==> config.mk <==
export PLATFORM = sky130hd
export DESIGN_NAME = uart_tx_port
export DESIGN_NICKNAME = d
export VERILOG_FILES = /design/src/rtl/uart_tx_port.sv
export SDC_FILE = /design/constraint.sdc
export NUM_CORES = 1
export LEC_CHECK = 0
export CAP_MARGIN = 20
export CORE_MARGIN = 10
export CORE_UTILIZATION = 57
export DETAILED_ROUTE_END_ITERATION = 8
export PLACE_DENSITY = 0.95
export SYNTH_ARGS = -nofsm -noshare
export SYNTH_HDL_FRONTEND = slang
export SYNTH_SLANG_ARGS = --single-unit
export TNS_END_PERCENT = 50
==> constraint.sdc <==
create_clock -name clk -period 6.03 [get_ports clk]
set_input_delay 1.809 -clock clk [delete_from_list [all_inputs] [get_ports clk]]
set_output_delay 1.809 -clock clk [all_outputs]
set_load 0.01 [all_outputs]
==> src/rtl/uart_tx_port.sv <==
// rtl/uart_tx_port.sv - memory-mapped 8N1 UART transmitter with TX FIFO
// Snoops CPU bus writes, queues data bytes and serialises them LSB first.
module uart_tx_port #(
   parameter logic [15:0] ADDR_DATA    = 16'hFF01,
   parameter logic [15:0] ADDR_STAT    = 16'hFF02,
   parameter int unsigned CLKS_PER_BIT = 868,
   parameter int unsigned FIFO_DEPTH   = 4
) (
   input  logic        clk,
   input  logic        rst_n,
   input  logic        we,
   input  logic [15:0] addr,
   input  logic [15:0] wdata,
   output logic [15:0] stat,
   output logic        tx,
   output logic        busy
);

   localparam int unsigned PW = $clog2(FIFO_DEPTH);
   localparam int unsigned CW = PW + 1;
   localparam int unsigned BW = (CLKS_PER_BIT > 1) ? $clog2(CLKS_PER_BIT) : 1;
   localparam logic [BW-1:0] BAUD_LAST  = BW'(CLKS_PER_BIT - 1);
   localparam logic [CW-1:0] COUNT_FULL = CW'(FIFO_DEPTH);

   localparam logic [1:0] S_IDLE  = 2'd0;
   localparam logic [1:0] S_START = 2'd1;
   localparam logic [1:0] S_DATA  = 2'd2;
   localparam logic [1:0] S_STOP  = 2'd3;

   logic          we_q;
   logic          wr_edge, data_wr, stat_wr;
   logic          full, push, pop, ovf_set, ovf_clr, baud_end;

   logic [7:0]    mem_q [FIFO_DEPTH];
   logic [PW-1:0] wr_ptr_q, wr_ptr_d, rd_ptr_q, rd_ptr_d;
   logic [CW-1:0] count_q, count_d;
   logic          overflow_q, overflow_d;

   logic [1:0]    state_q, state_d;
   logic [BW-1:0] baud_q, baud_d;
   logic [2:0]    bit_q, bit_d;
   logic [7:0]    shift_q, shift_d;
   logic          tx_q, tx_d;

   logic          unused_wdata_hi;
   assign unused_wdata_hi = ^wdata[15:8];

   // Only the rising edge of the strobe counts, so a held we writes once.
   assign wr_edge = we & ~we_q;
   assign data_wr = wr_edge & (addr == ADDR_DATA);
   assign stat_wr = wr_edge & (addr == ADDR_STAT);
   assign full    = (count_q == COUNT_FULL);

   always_comb begin
      push       = data_wr & (~full | pop);
      ovf_set    = data_wr & full & ~pop;
      ovf_clr    = stat_wr & wdata[2];
      wr_ptr_d   = push ? wr_ptr_q + PW'(1) : wr_ptr_q;
      rd_ptr_d   = pop ? rd_ptr_q + PW'(1) : rd_ptr_q;
      count_d    = count_q;
      case ({push, pop})
         2'b10:   count_d = count_q + CW'(1);
         2'b01:   count_d = count_q - CW'(1);
         default: count_d = count_q;
      endcase
      overflow_d = overflow_q;
      if (ovf_set) begin
         overflow_d = 1'b1;
      end else if (ovf_clr) begin
         overflow_d = 1'b0;
      end
   end

   always_comb begin
      state_d  = state_q;
      baud_d   = baud_q;
      bit_d    = bit_q;
      shift_d  = shift_q;
      pop      = 1'b0;
      baud_end = (baud_q == BAUD_LAST);
      case (state_q)
         S_IDLE: begin
            pop = (count_q != '0);
         end
         S_START: begin
            if (baud_end) begin
               baud_d  = '0;
               state_d = S_DATA;
            end else begin
               baud_d = baud_q + BW'(1);
            end
         end
         S_DATA: begin
            if (baud_end) begin
               baud_d  = '0;
               shift_d = {1'b0, shift_q[7:1]};
               if (bit_q == 3'd7) begin
                  state_d = S_STOP;
               end else begin
                  bit_d = bit_q + 3'd1;
               end
            end else begin
               baud_d = baud_q + BW'(1);
            end
         end
         default: begin
            if (baud_end) begin
               baud_d  = '0;
               state_d = S_IDLE;
               pop     = (count_q != '0);
            end else begin
               baud_d = baud_q + BW'(1);
            end
         end
      endcase
      // A pop from IDLE or from the end of STOP both launch a new frame.
      if (pop) begin
         shift_d = mem_q[rd_ptr_q];
         bit_d   = '0;
         baud_d  = '0;
         state_d = S_START;
      end
   end

   // tx is registered from the current state, so the line lags the FSM by one cycle.
   always_comb begin
      tx_d = 1'b1;
      if (state_q == S_START) begin
         tx_d = 1'b0;
      end else if (state_q == S_DATA) begin
         tx_d = shift_q[0];
      end
   end

   always_ff @(posedge clk or negedge rst_n) begin
      if (!rst_n) begin
         we_q       <= 1'b0;
         wr_ptr_q   <= '0;
         rd_ptr_q   <= '0;
         count_q    <= '0;
         overflow_q <= 1'b0;
         state_q    <= S_IDLE;
         baud_q     <= '0;
         bit_q      <= '0;
         shift_q    <= '0;
         tx_q       <= 1'b1;
      end else begin
         we_q       <= we;
         wr_ptr_q   <= wr_ptr_d;
         rd_ptr_q   <= rd_ptr_d;
         count_q    <= count_d;
         overflow_q <= overflow_d;
         state_q    <= state_d;
         baud_q     <= baud_d;
         bit_q      <= bit_d;
         shift_q    <= shift_d;
         tx_q       <= tx_d;
      end
   end

   always_ff @(posedge clk) begin
      if (push) begin
         mem_q[wr_ptr_q] <= wdata[7:0];
      end
   end

   assign busy = (state_q != S_IDLE) | (count_q != '0);
   assign stat = {13'b0, overflow_q, full, busy};
   assign tx   = tx_q;

endmodule

# Word level (Yosys, flattened, before mapping)
# Memory sizes are Yosys's and may differ from the RTL's.
# Index checks and enable logic that the tools add are counted.
# classes
eq_ne	12
add_sub_neg	6
n_reduce_logical	11
n_mux	25
bitwise_logic	12
# ops
op	n
== test 16 bit (second input constant)	2
2-to-1 mux 10 bit	3
2-to-1 mux 8 bit	3
2-to-1 mux 3 bit	4
adder 10 x 1 -> 10 bit (second input constant)	1
== test 10 bit (second input constant)	1
2-to-1 mux 2 bit	5
nonzero test 2 bit	5
bitwise AND 1 bit	7
2-to-1 mux 1 bit	7
adder 3 x 1 -> 3 bit (second input constant)	2
== test 3 bit (second input constant)	2
one-hot mux 2 bit (3 select lines)	1
one-hot mux 3 bit (2 select lines)	1
AND reduction 3 bit	2
adder 2 x 1 -> 2 bit (second input constant)	2
== test 2 x 1 -> 1 bit (second input constant)	2
== test 2 bit (second input constant)	2
!= test 2 bit (second input constant)	2
!= test 3 bit (second input constant)	1
inverter 1 bit	3
nonzero test 3 bit	1
subtractor 3 x 1 -> 3 bit (second input constant)	1
logical NOT 2 bit	1
4 further kinds	5
# word_totals
register_bits	33
output_inout_bits	18
mem_count	1
ramBits	32
# mem_list
memory	depth	word_bits	read_ports	rd_clocked_by_memory_dff	write_ports	line	source
mem_q	4	8	1	0	1	34	logic [7:0] mem_q [FIFO_DEPTH];

# Logic depth before layout (Yosys ltp)
# Gate-level depths: netlist of run 1.
# depth
ltp_word	7
depth_mapped	11
mapped_depth_nobuf	10

# Worst setup path before layout of run 1
# Ideal clock, no wire load.
# synth_path
kind	input port to flip-flop
start	in addr[3]
end	mem mem_q[0][0] (enable)
path_slack_ps	2011
path_stages	6
setup_time_ps	332
arrival_ps	3688
n_path_buf	1
path_cell_list	or4b_1 or4_4 or2_1 buf_2 a21oi_4 and2_1
# synth_between
elab_chain_cells	5
# synth_lines
item	line	source
from (decl)	12	input logic [15:0] addr,
== test 16 bit	50	assign data_wr = wr_edge & (addr == ADDR_DATA);
bitwise AND 1 bit	50	
bitwise AND 1 bit	55	push = data_wr & (~full | pop);
2-to-1 mux 1 bit	162	if (push) begin
2-to-1 mux 1 bit (implied by the code)	163	mem_q[wr_ptr_q] <= wdata[7:0];
to (decl)	34	
# No other way between the ends.

# Final worst setup path of run 1
# layout_path
start	in we
end	mem mem_q[0][2] (enable)
# layout_between
elab_chain_cells	5
# layout_lines
item	line	source
from (decl)	11	input logic we,
bitwise AND 1 bit	49	assign wr_edge = we & ~we_q;
bitwise AND 1 bit	50	
bitwise AND 1 bit	55	
2-to-1 mux 1 bit	162	
2-to-1 mux 1 bit (implied by the code)	163	
# No other way between the ends.

==> flow_summary.json, run 1 <==
{
  "multi_input_area_um2": 1180,
  "seq_area_um2": 1790,
  "seq_area_frac_synth_pct": 57.5,
  "fin_tns_setup_ns": 0,
  "num_rows": 26,
  "crit_chain": "clkdlybuf4s50_1 > or4b_1 > or4_4 > or2_1 > a21oi_4 > and2_1",
  "synth.distinct_cells": 47,
  "cts_buffers": 9,
  "nFillCells": 363,
  "critPathLaunchType": "input port",
  "vias": 1930,
  "core_area_um2": 5200,
  "synth_ff_type": "edfxtp_1",
  "antennaDiodeCount": 0,
  "worst_setup_path_end_kind": "flip-flop",
  "gp_congestion": 0.764,
  "grt_pass1_vias": 2050,
  "setup_violations": 0,
  "die_area_um2": 8810,
  "crit_family": "simple AND/OR/NAND/NOR gates",
  "ant_nets": 0,
  "vdd_drop_max_mv": 0.202,
  "drt-pass1-iter-count": 4,
  "powerDensity_nw_per_um2": 251,
  "die_w_um": 93.9,
  "max_freq_mhz": 233,
  "layout_setup_ws_ns": 1.74,
  "highest_layer": "met4",
  "timing.final.max_slew_violations": 0,
  "final_cells": 348,
  "status": "complete, no violations",
  "worstPathArrival_ns": 4.28,
  "clk_path_buf_depth": 2,
  "wl_met1_mm": 2.42,
  "ios": 53,
  "htree_levels": 3,
  "io_buffers": 31,
  "period_needed_ns": 4.29,
  "wl_per_cell_um": 17.1,
  "yosysWarnings": 0,
  "cts_hold_buf": 0,
  "skew_ns": 0.00664,
  "dpl.cell_count": 332,
  "drv_cap": 0,
  "root_buffer": "clkbuf_8",
  "dp_hpwl_mm": 4.08,
  "wl_met3_um": 479,
  "synthDominantCellAreaShare_pct": 30.9,
  "ctsResizeCount": 0,
  "grt_use_total_pct": 14.6,
  "grt_first_pass_wirelength_mm": 10.0,
  "cp_slowest_cell": "or4_4",
  "period_share_pct": 71.1,
  "async_reset_ff_share_pct": 50.8,
  "hold_viol_final": 0,
  "rsz0062_at_grt": "no",
  "drc": 0,
  "synthTopCellsByCount": "32 x dfrtp_1, 32 x edfxtp_1, 25 x nand2_1",
  "worstMarginPinSlew_ns": 0.833,
  "ys_top_cells_by_area": "edfxtp_1 31%, dfrtp_1 26%, mux4_2 5.8%",
  "crit_required_ns": 6.02,
  "via_per_inst": 5.55,
  "min_path_type": "flip-flop to flip-flop",
  "worst-path-buf-inv": 1,
  "start_util_pct": 59.8,
  "layout.nets": 320,
  "drive_above_1_share_pct": 10.8,
  "overflow": 0,
  "grt_max_degree": 37,
  "cts_tree": "done",
  "place_ws_ns": 1.38,
  "antenna_found_initial": 0,
  "cts.sinks": 65,
  "netlist_instances": 243,
  "crit_path_max_fanout": 8,
  "die_y_um": 93.9,
  "cts_setup_buffers": 0,
  "drtIter0Drc": 94,
  "synth_edf_count": 32,
  "total_power_w": 0.000902,
  "syn_to_final_growth_pct": 15.7,
  "clock_latency_ns": 0.34,
  "slew_headroom_pct": 44.3,
  "cp_slowest_stage_delay_ns": 0.57,
  "critPathKind": "input port to flip-flop",
  "path_clk_slew_ns": 0.07,
  "p_leak_nw": 1.46,
  "routed_wl_mm": 5.96,
  "wl_met2_mm": 2.96,
  "avgSynthCellArea_um2": 12.8,
  "synth-seq-cells": 65,
  "synth_area_um2": 3110,
  "yosysTopAreaCell": "edfxtp_1"
}
[per-stage QoR]
| step | util [%] | instance area [µm²] | hold slack [ns] |
|---|---|---|---|
| 5_1_grt | 69.1 | 3600 | 0.534 |
| 3_3_place_gp | 65.4 | 3400 | 0.476 |
| 6_report | 69.1 | 3600 | 0.500 |
| 4_1_cts | 69.1 | 3600 | 0.500 |
| 2_1_floorplan | - | 3160 | 0.457 |
| 3_5_place_dp | 65.4 | 3400 | 0.491 |
[registers in the layout, summed over array words and instances, names as in the netlist]
| name | cells |
|---|---|
| count_q | 3 |
| overflow_q | 1 |
| tx | 1 |
| we_q | 1 |
| bit_q | 3 |
| baud_q | 10 |
| mem_q | 32 |
| shift_q | 8 |
| rd_ptr_q | 2 |
| state_q | 2 |
| wr_ptr_q | 2 |
[metal layers]
metal	up-vias	track usage, %
met5	-	0
met4	0	5.57
met3	14	6.16
met2	64	24.4
met1	943	16.3
li1	909	-
[worst paths after layout]
check	startpoint	endpoint	slack (ns)	cells after the start
worst max register to register	baud_q[0]	count_q[2]	2.24	9
max in group asynchronous	rst_n	tx	3.80	2
worst min-delay path	count_q[2]	count_q[2]	0.50	1
worst max-delay path	we	mem_q[0][2]	1.74	6
worst min register to register	count_q[2]	count_q[2]	0.50	1
min in group asynchronous	rst_n	overflow_q	1.89	2
[report_power, final]
| group | total, W | switching [W] | internal, W |
|---|---|---|---|
| combinational | 0.0000473 | 0.0000225 | 0.0000248 |
| sequential | 0.000493 | 0.0000143 | 0.000479 |
| clock | 0.000362 | 0.000172 | 0.000190 |
[final cells by class]
class                   count  share of cell area (%)
clock inverters             7                    1.95
repair buffers             32                    8.83
well taps                  70                    2.43
inverters                   9                   0.939
multi-input cells         156                    32.7
flip-flops and latches     65                    49.7
clock buffers               9                    3.44
[cells by family after synthesis]
logic type	after synthesis	synth area share [%]
and+or+nand+nor	69	11.8
DFF	65	57.5
buffers and inverters	34	6.11
AOI/OAI and AO/OA	31	6.40
muxes	21	10.2
adders and majority gates	12	5.07
xor gates and xnor gates	10	2.82
other	1	0.121
[worst reg2reg max path, stage by stage (launching register included)]
cell     delay (ns)
dfrtp_1        0.43
ha_1           0.22
or4b_1         0.52
o31a_2         0.44
nor2_4         0.66
nand2_1        0.15
fa_1           0.41
or4_1          0.54
mux2i_1        0.19
xor2_1         0.16
[placed cells by master (no fill, tap or decap), types with 2 or more instances in the layout]
cell / instances
clkinv_1: 3
nand3_1: 2
and2_1: 5
a21oi_1: 9
clkdlybuf4s50_1: 31
nand2b_1: 2
o21ai_1: 3
xor2_1: 5
inv_1: 8
mux4_2: 8
xnor2_1: 5
mux2_1: 2
clkbuf_8: 9
ha_1: 11
and3_1: 3
or3_1: 2
conb_1: 13
or4_4: 2
clkinvlp_4: 2
o21ai_0: 7
edfxtp_1: 32
nand2_1: 25
nand4_1: 4
nor3_1: 4
a31oi_1: 2
dfrtp_1: 32
a311oi_1: 2
or4b_1: 2
o22ai_1: 2
or4_1: 3
mux2i_1: 10
nor2_1: 10
Note: power is estimated with default switching activity, not from simulation.
==> run 2, diff against run 1 <==
--- a/config.mk
+++ b/config.mk
@@ -7,9 +7,9 @@
 export LEC_CHECK = 0
 export CAP_MARGIN = 20
 export CORE_MARGIN = 10
-export CORE_UTILIZATION = 57
+export CORE_UTILIZATION = 48
 export DETAILED_ROUTE_END_ITERATION = 8
-export PLACE_DENSITY = 0.95
+export PLACE_DENSITY = 0.87
 export SYNTH_ARGS = -nofsm -noshare
 export SYNTH_HDL_FRONTEND = slang
 export SYNTH_SLANG_ARGS = --single-unit
==> constraint.sdc (replaced) <==
create_clock -name clk -period 3.9 [get_ports clk]
set_input_delay 1.17 -clock clk [delete_from_list [all_inputs] [get_ports clk]]
set_output_delay 1.17 -clock clk [all_outputs]
set_load 0.01 [all_outputs]
==> run 2 against run 1 <==
Compared with the run above: clock skew is 0.0031 ns lower; worst setup slack worse by 1.3 ns; critical endpoint is now mem_q[0][0]; critical path type unchanged; non-clock buffer count is 9 higher; design area is 2.3% higher; largest cell class unchanged; die area is 15% higher.
==> flow_summary.json, run 2 (synthesis gave the netlist of run 1 again) <==
{
  "max_freq_mhz": 286,
  "fin_tns_setup_ns": 0,
  "die_w_um": 101,
  "r2r_slack_ns": 0.86,
  "dp_hpwl_mm": 4.18,
  "final_cells": 364,
  "start_util_pct": 49.3,
  "critPathKind": "input port to flip-flop",
  "layout.nets": 329,
  "grtUsageMet1_pct": 14.0,
  "path_clk_slew_ns": 0.08,
  "rr_endpoint": "count_q[2]",
  "crit_path_max_fanout": 6,
  "drt-pass1-iter-count": 4,
  "root_buffer": "clkbuf_8",
  "postLayoutCoreUtil_pct": 58.3,
  "die_area_um2": 10100,
  "ant_nets": 0,
  "wl_per_cell_um": 15.6,
  "r2r_cells": 9,
  "rsz0062_at_grt": "no",
  "via_per_inst": 5.27,
  "period_share_pct": 89.8,
  "gp_congestion": 0.786,
  "antennaDiodeCount": 0,
  "drtIter0Drc": 123,
  "min_to": "tx",
  "min_path_type": "flip-flop to flip-flop",
  "grt_use_total_pct": 11.9,
  "routed_wl_mm": 5.68,
  "holdCritStartpoint": "shift_q[0]",
  "drv_cap": 0,
  "reg2reg_from": "baud_q[0]",
  "status": "complete, no violations",
  "die_y_um": 101,
  "skew_ns": 0.00352,
  "largest_register": "mem_q",
  "clk_path_buf_depth": 2,
  "vias": 1917,
  "num_rows": 29,
  "worstMarginPinSlew_ns": 0.581,
  "timing.final.max_slew_violations": 0,
  "antenna_found_initial": 0,
  "cts_hold_buf": 0,
  "ios": 53,
  "grt_max_degree": 36,
  "vdd_drop_max_mv": 0.333,
  "grt_first_pass_wirelength_mm": 9.54,
  "crit_required_ns": 3.96,
  "gr-usage-met2_pct": 18.7,
  "syn_to_final_growth_pct": 18.3,
  "clock_latency_ns": 0.34,
  "largestRegisters": "mem_q: 32 flops, baud_q: 10 flops, shift_q: 8 flops",
  "drc": 0,
  "ctsResizeCount": 0,
  "hold_viol_final": 0,
  "overflow": 0,
  "worst_setup_path_end_kind": "flip-flop",
  "busiest_layer": "met2",
  "critPathLaunchType": "input port",
  "dpl.cell_count": 348,
  "p_leak_nw": 1.51,
  "drive_above_1_share_pct": 14.3,
  "cts_setup_buffers": 0,
  "largest_reg_flops": 32,
  "cts_buffers": 9,
  "core_area_um2": 6310,
  "htree_levels": 3,
  "gr-usage-met3_pct": 4.87,
  "cts.sinks": 65,
  "final_cell_mix": "32 x dfrtp_1, 32 x edfxtp_1, 31 x clkdlybuf4s50_1",
  "period_needed_ns": 3.50,
  "slew_headroom_pct": 61.0,
  "cts_tree": "done",
  "min_path_cells": 2,
  "total_power_w": 0.00142,
  "dpl_cell_area_um2": 3480,
  "grt_pass1_vias": 1994,
  "setup_violations": 0,
  "worstPathArrival_ns": 3.56,
  "finalInstanceArea_um2": 3680,
  "crit_chain": "clkdlybuf4s50_1 > or4b_1 > or4_4 > or2_1 > a21oi_4 > and2_1 > buf_4",
  "cp_slowest_cell": "or4_4",
  "io_buffers": 31,
  "powerDensity_nw_per_um2": 385,
  "cp_slowest_stage_delay_ns": 0.57
}
[run 2: per-layer routing]
| metal | share of wire [%] | routed length [µm] |
|---|---|---|
| met1 | 42 | 2400 |
| met2 | 48 | 2750 |
| met3 | 7.5 | 427 |
| met4 | 1.9 | 108 |
| met5 | 0 | 0 |
[run 2: how the worst max path moves through the flow]
stage / start / endpoint / slack, ns
detailed placement: addr[3] / mem_q[0][5] / 0.03
CTS: addr[3] / mem_q[0][3] / 0.39
global placement: we / mem_q[2][5] / 0.1
finish: addr[3] / mem_q[0][0] / 0.40
floorplan: addr[3] / mem_q[0][0] / 0.52
global route: we / mem_q[0][5] / 0.31
[run 2: critical path, delay by kind of cell]
family | cells | cell delay, ns
buffers and inverters | 2 | 0.56
AOI/OAI and AO/OA | 1 | 0.21
and+or+nand+nor | 4 | 1.61
[run 2: final cells by class]
type | count | area [µm²]
tap | 77 | 96.3
multi-input combinational | 156 | 1180
clock inverter | 7 | 76.3
sequential | 65 | 1790
fill | 519 | 2630
inverter | 9 | 33.8
timing repair buffer | 41 | 385
clock buffer | 9 | 124
[run 2: power breakdown]
group	switching, W	internal (W)
Combinational	0.0000343	0.0000383
Sequential	0.0000232	0.000740
Clock	0.000280	0.000300
Total	0.000338	0.00108
[run 2: per-stage QoR]
| stage | hold WS [ns] | worst slack, ns |
|---|---|---|
| 6_report | 0.492 | 0.400 |
| 4_1_cts | 0.490 | 0.389 |
| 3_3_place_gp | 0.480 | 0.0996 |
| 2_1_floorplan | 0.457 | 0.520 |
| 5_1_grt | 0.518 | 0.312 |
| 3_5_place_dp | 0.479 | 0.0327 |
==> run 3, diff against run 2 <==
--- a/config.mk
+++ b/config.mk
@@ -7,9 +7,10 @@
 export LEC_CHECK = 0
 export CAP_MARGIN = 20
 export CORE_MARGIN = 10
-export CORE_UTILIZATION = 48
+export CORE_UTILIZATION = 57
 export DETAILED_ROUTE_END_ITERATION = 8
-export PLACE_DENSITY = 0.87
+export DONT_BUFFER_PORTS = 1
+export PLACE_DENSITY = 0.86
 export SYNTH_ARGS = -nofsm -noshare
 export SYNTH_HDL_FRONTEND = slang
 export SYNTH_SLANG_ARGS = --single-unit
==> constraint.sdc (replaced) <==
create_clock -name clk -period 3.2 [get_ports clk]
set_input_delay 0.96 -clock clk [delete_from_list [all_inputs] [get_ports clk]]
set_output_delay 0.96 -clock clk [all_outputs]
set_load 0.01 [all_outputs]
==> run 3 against run 2 <==
Compared with the run above: combinational power decreased by 38%; die area down 13%; flip-flop and latch count unchanged; design area shrank 8.3%; routed wire length shrank 2.7%; non-clock buffer count down 31; via count is 2.8% lower; critical path type is now flip-flop to flip-flop; largest cell class unchanged; largest power group unchanged.
==> flow_summary.json, run 3 (synthesis gave the netlist of run 1 again) <==
{
  "worstMarginPinSlew_ns": 0.723,
  "p_leak_nw": 1.41,
  "dp_hpwl_mm": 4.00,
  "slew_headroom_pct": 51.4,
  "crit_required_ns": 3.45,
  "drt-pass1-iter-count": 4,
  "via_per_inst": 5.72,
  "antennaDiodeCount": 0,
  "largestRegisters": "mem_q: 32 flops, baud_q: 10 flops, shift_q: 8 flops",
  "wl_per_cell_um": 16.9,
  "skew_ns": 0.00751,
  "total_power_w": 0.00156,
  "period_needed_ns": 3.02,
  "root_buffer": "clkbuf_8",
  "final_cell_mix": "32 x dfrtp_1, 32 x edfxtp_1, 25 x nand2_1",
  "overflow": 0,
  "r2r_cells": 9,
  "reg2reg_from": "baud_q[0]",
  "cts_hold_buf": 0,
  "drc": 0,
  "postLayoutCoreUtil_pct": 64.9,
  "antenna_found_initial": 0,
  "vdd_drop_max_mv": 0.385,
  "worstPathArrival_ns": 3.27,
  "largest_register": "mem_q",
  "routed_wl_mm": 5.53,
  "start_util_pct": 59.8,
  "cp_slowest_cell": "or4_1",
  "syn_to_final_growth_pct": 8.53,
  "powerDensity_nw_per_um2": 462,
  "cts_tree": "done",
  "min_path_type": "input port to async pin",
  "cts.sinks": 65,
  "clk_path_buf_depth": 2,
  "drive_above_1_share_pct": 14.8,
  "gp_congestion": 0.808,
  "crit_path_max_fanout": 5,
  "grt_pass1_vias": 1858,
  "htree_levels": 3,
  "r2r_slack_ns": 0.18,
  "period_share_pct": 94.4,
  "path_clk_slew_ns": 0.07,
  "final_cells": 326,
  "vias": 1864,
  "max_freq_mhz": 331,
  "ios": 53,
  "crit_chain": "ha_1 > or4b_4 > o31a_4 > nor2_4 > nand2_1 > fa_1 > or4_1 > mux2i_1 > xor2_1",
  "drtIter0Drc": 166,
  "drv_cap": 0,
  "critPathLaunchType": "flip-flop",
  "cts_setup_buffers": 0,
  "cp_slowest_stage_delay_ns": 0.52,
  "ant_nets": 0,
  "die_y_um": 93.9,
  "layout.nets": 298,
  "cts_buffers": 9,
  "grt_use_total_pct": 13.3,
  "core_area_um2": 5200,
  "largest_reg_flops": 32,
  "clock_latency_ns": 0.33,
  "rr_endpoint": "count_q[2]",
  "timing.final.max_slew_violations": 0,
  "dpl.cell_count": 310,
  "die_w_um": 93.9,
  "num_rows": 26,
  "critPathKind": "flip-flop to flip-flop",
  "fin_tns_setup_ns": 0,
  "rsz0062_at_grt": "no",
  "grt_first_pass_wirelength_mm": 9.03,
  "status": "complete, no violations",
  "io_buffers": 0,
  "nFillCells": 352,
  "setup_violations": 0,
  "grt_max_degree": 36,
  "worst_setup_path_end_kind": "flip-flop",
  "die_area_um2": 8810,
  "cp-endpoint": "count_q[2]",
  "hold_viol_final": 0,
  "crit_start": "baud_q[0]"
}
[run 3: stage by stage]
stage / instance area, µm² / hold WS [ns] / setup WS, ns
after floorplan: 3160 / 0.457 / 0.0297
after global placement: 3200 / 0.474 / 0.0825
final: 3380 / 0.313 / 0.179
after CTS: 3360 / 0.299 / 0.118
after detailed placement: 3200 / 0.480 / 0.0596
after global routing: 3380 / 0.287 / 0.0328
[run 3: repair_timing]
item	4_1_cts	5_1_grt
endpoints found under the hold margin	0	0
resized for setup	0	2
setup endpoints to repair	0	1
[run 3: worst max-delay path: cells and delay by family (launching register included)]
family,cells,cell delay [ns]
multiplexers,1,0.17
flip-flops,1,0.41
adder cells (fa/ha/maj),2,0.60
AND/OR/NAND/NOR,4,1.20
XOR/XNOR,1,0.17
AO/OA/AOI/OAI,1,0.39
[run 3: area by class of cell]
cell class / instances / area (µm²) / share of cell area, %
clock inverters: 4 / 20.0 / 0.593
well taps: 70 / 87.6 / 2.59
clock buffers: 12 / 145 / 4.30
inverters: 9 / 33.8 / 1.00
repair buffers: 10 / 113 / 3.34
multi-input cells: 156 / 1190 / 35.2
flip-flops and latches: 65 / 1790 / 53.0
[run 3: routing by layer]
layer / track usage [%] / vias to the layer above / part of all wire [%]
met2: 20.6 / 79 / 49
met1: 15.5 / 918 / 40
li1: - / 863 / -
met5: 0 / - / 0
met4: 6.08 / 0 / 1.2
met3: 5.84 / 4 / 9.8
[run 3: worst min path at each step]
stage,cells after the start,end,start
2_1_floorplan,2,tx,shift_q[0]
6_report,0,baud_q[6],rst_n
3_3_place_gp,2,tx,shift_q[0]
5_1_grt,0,shift_q[6],rst_n
4_1_cts,0,bit_q[2],rst_n
3_5_place_dp,2,tx,shift_q[0]
[run 3: power breakdown]
group          switching (W)  leakage (nW)  internal, W
logic              0.0000269         0.632    0.0000184
registers          0.0000268         0.700     0.000903
clock network       0.000288        0.0815     0.000296
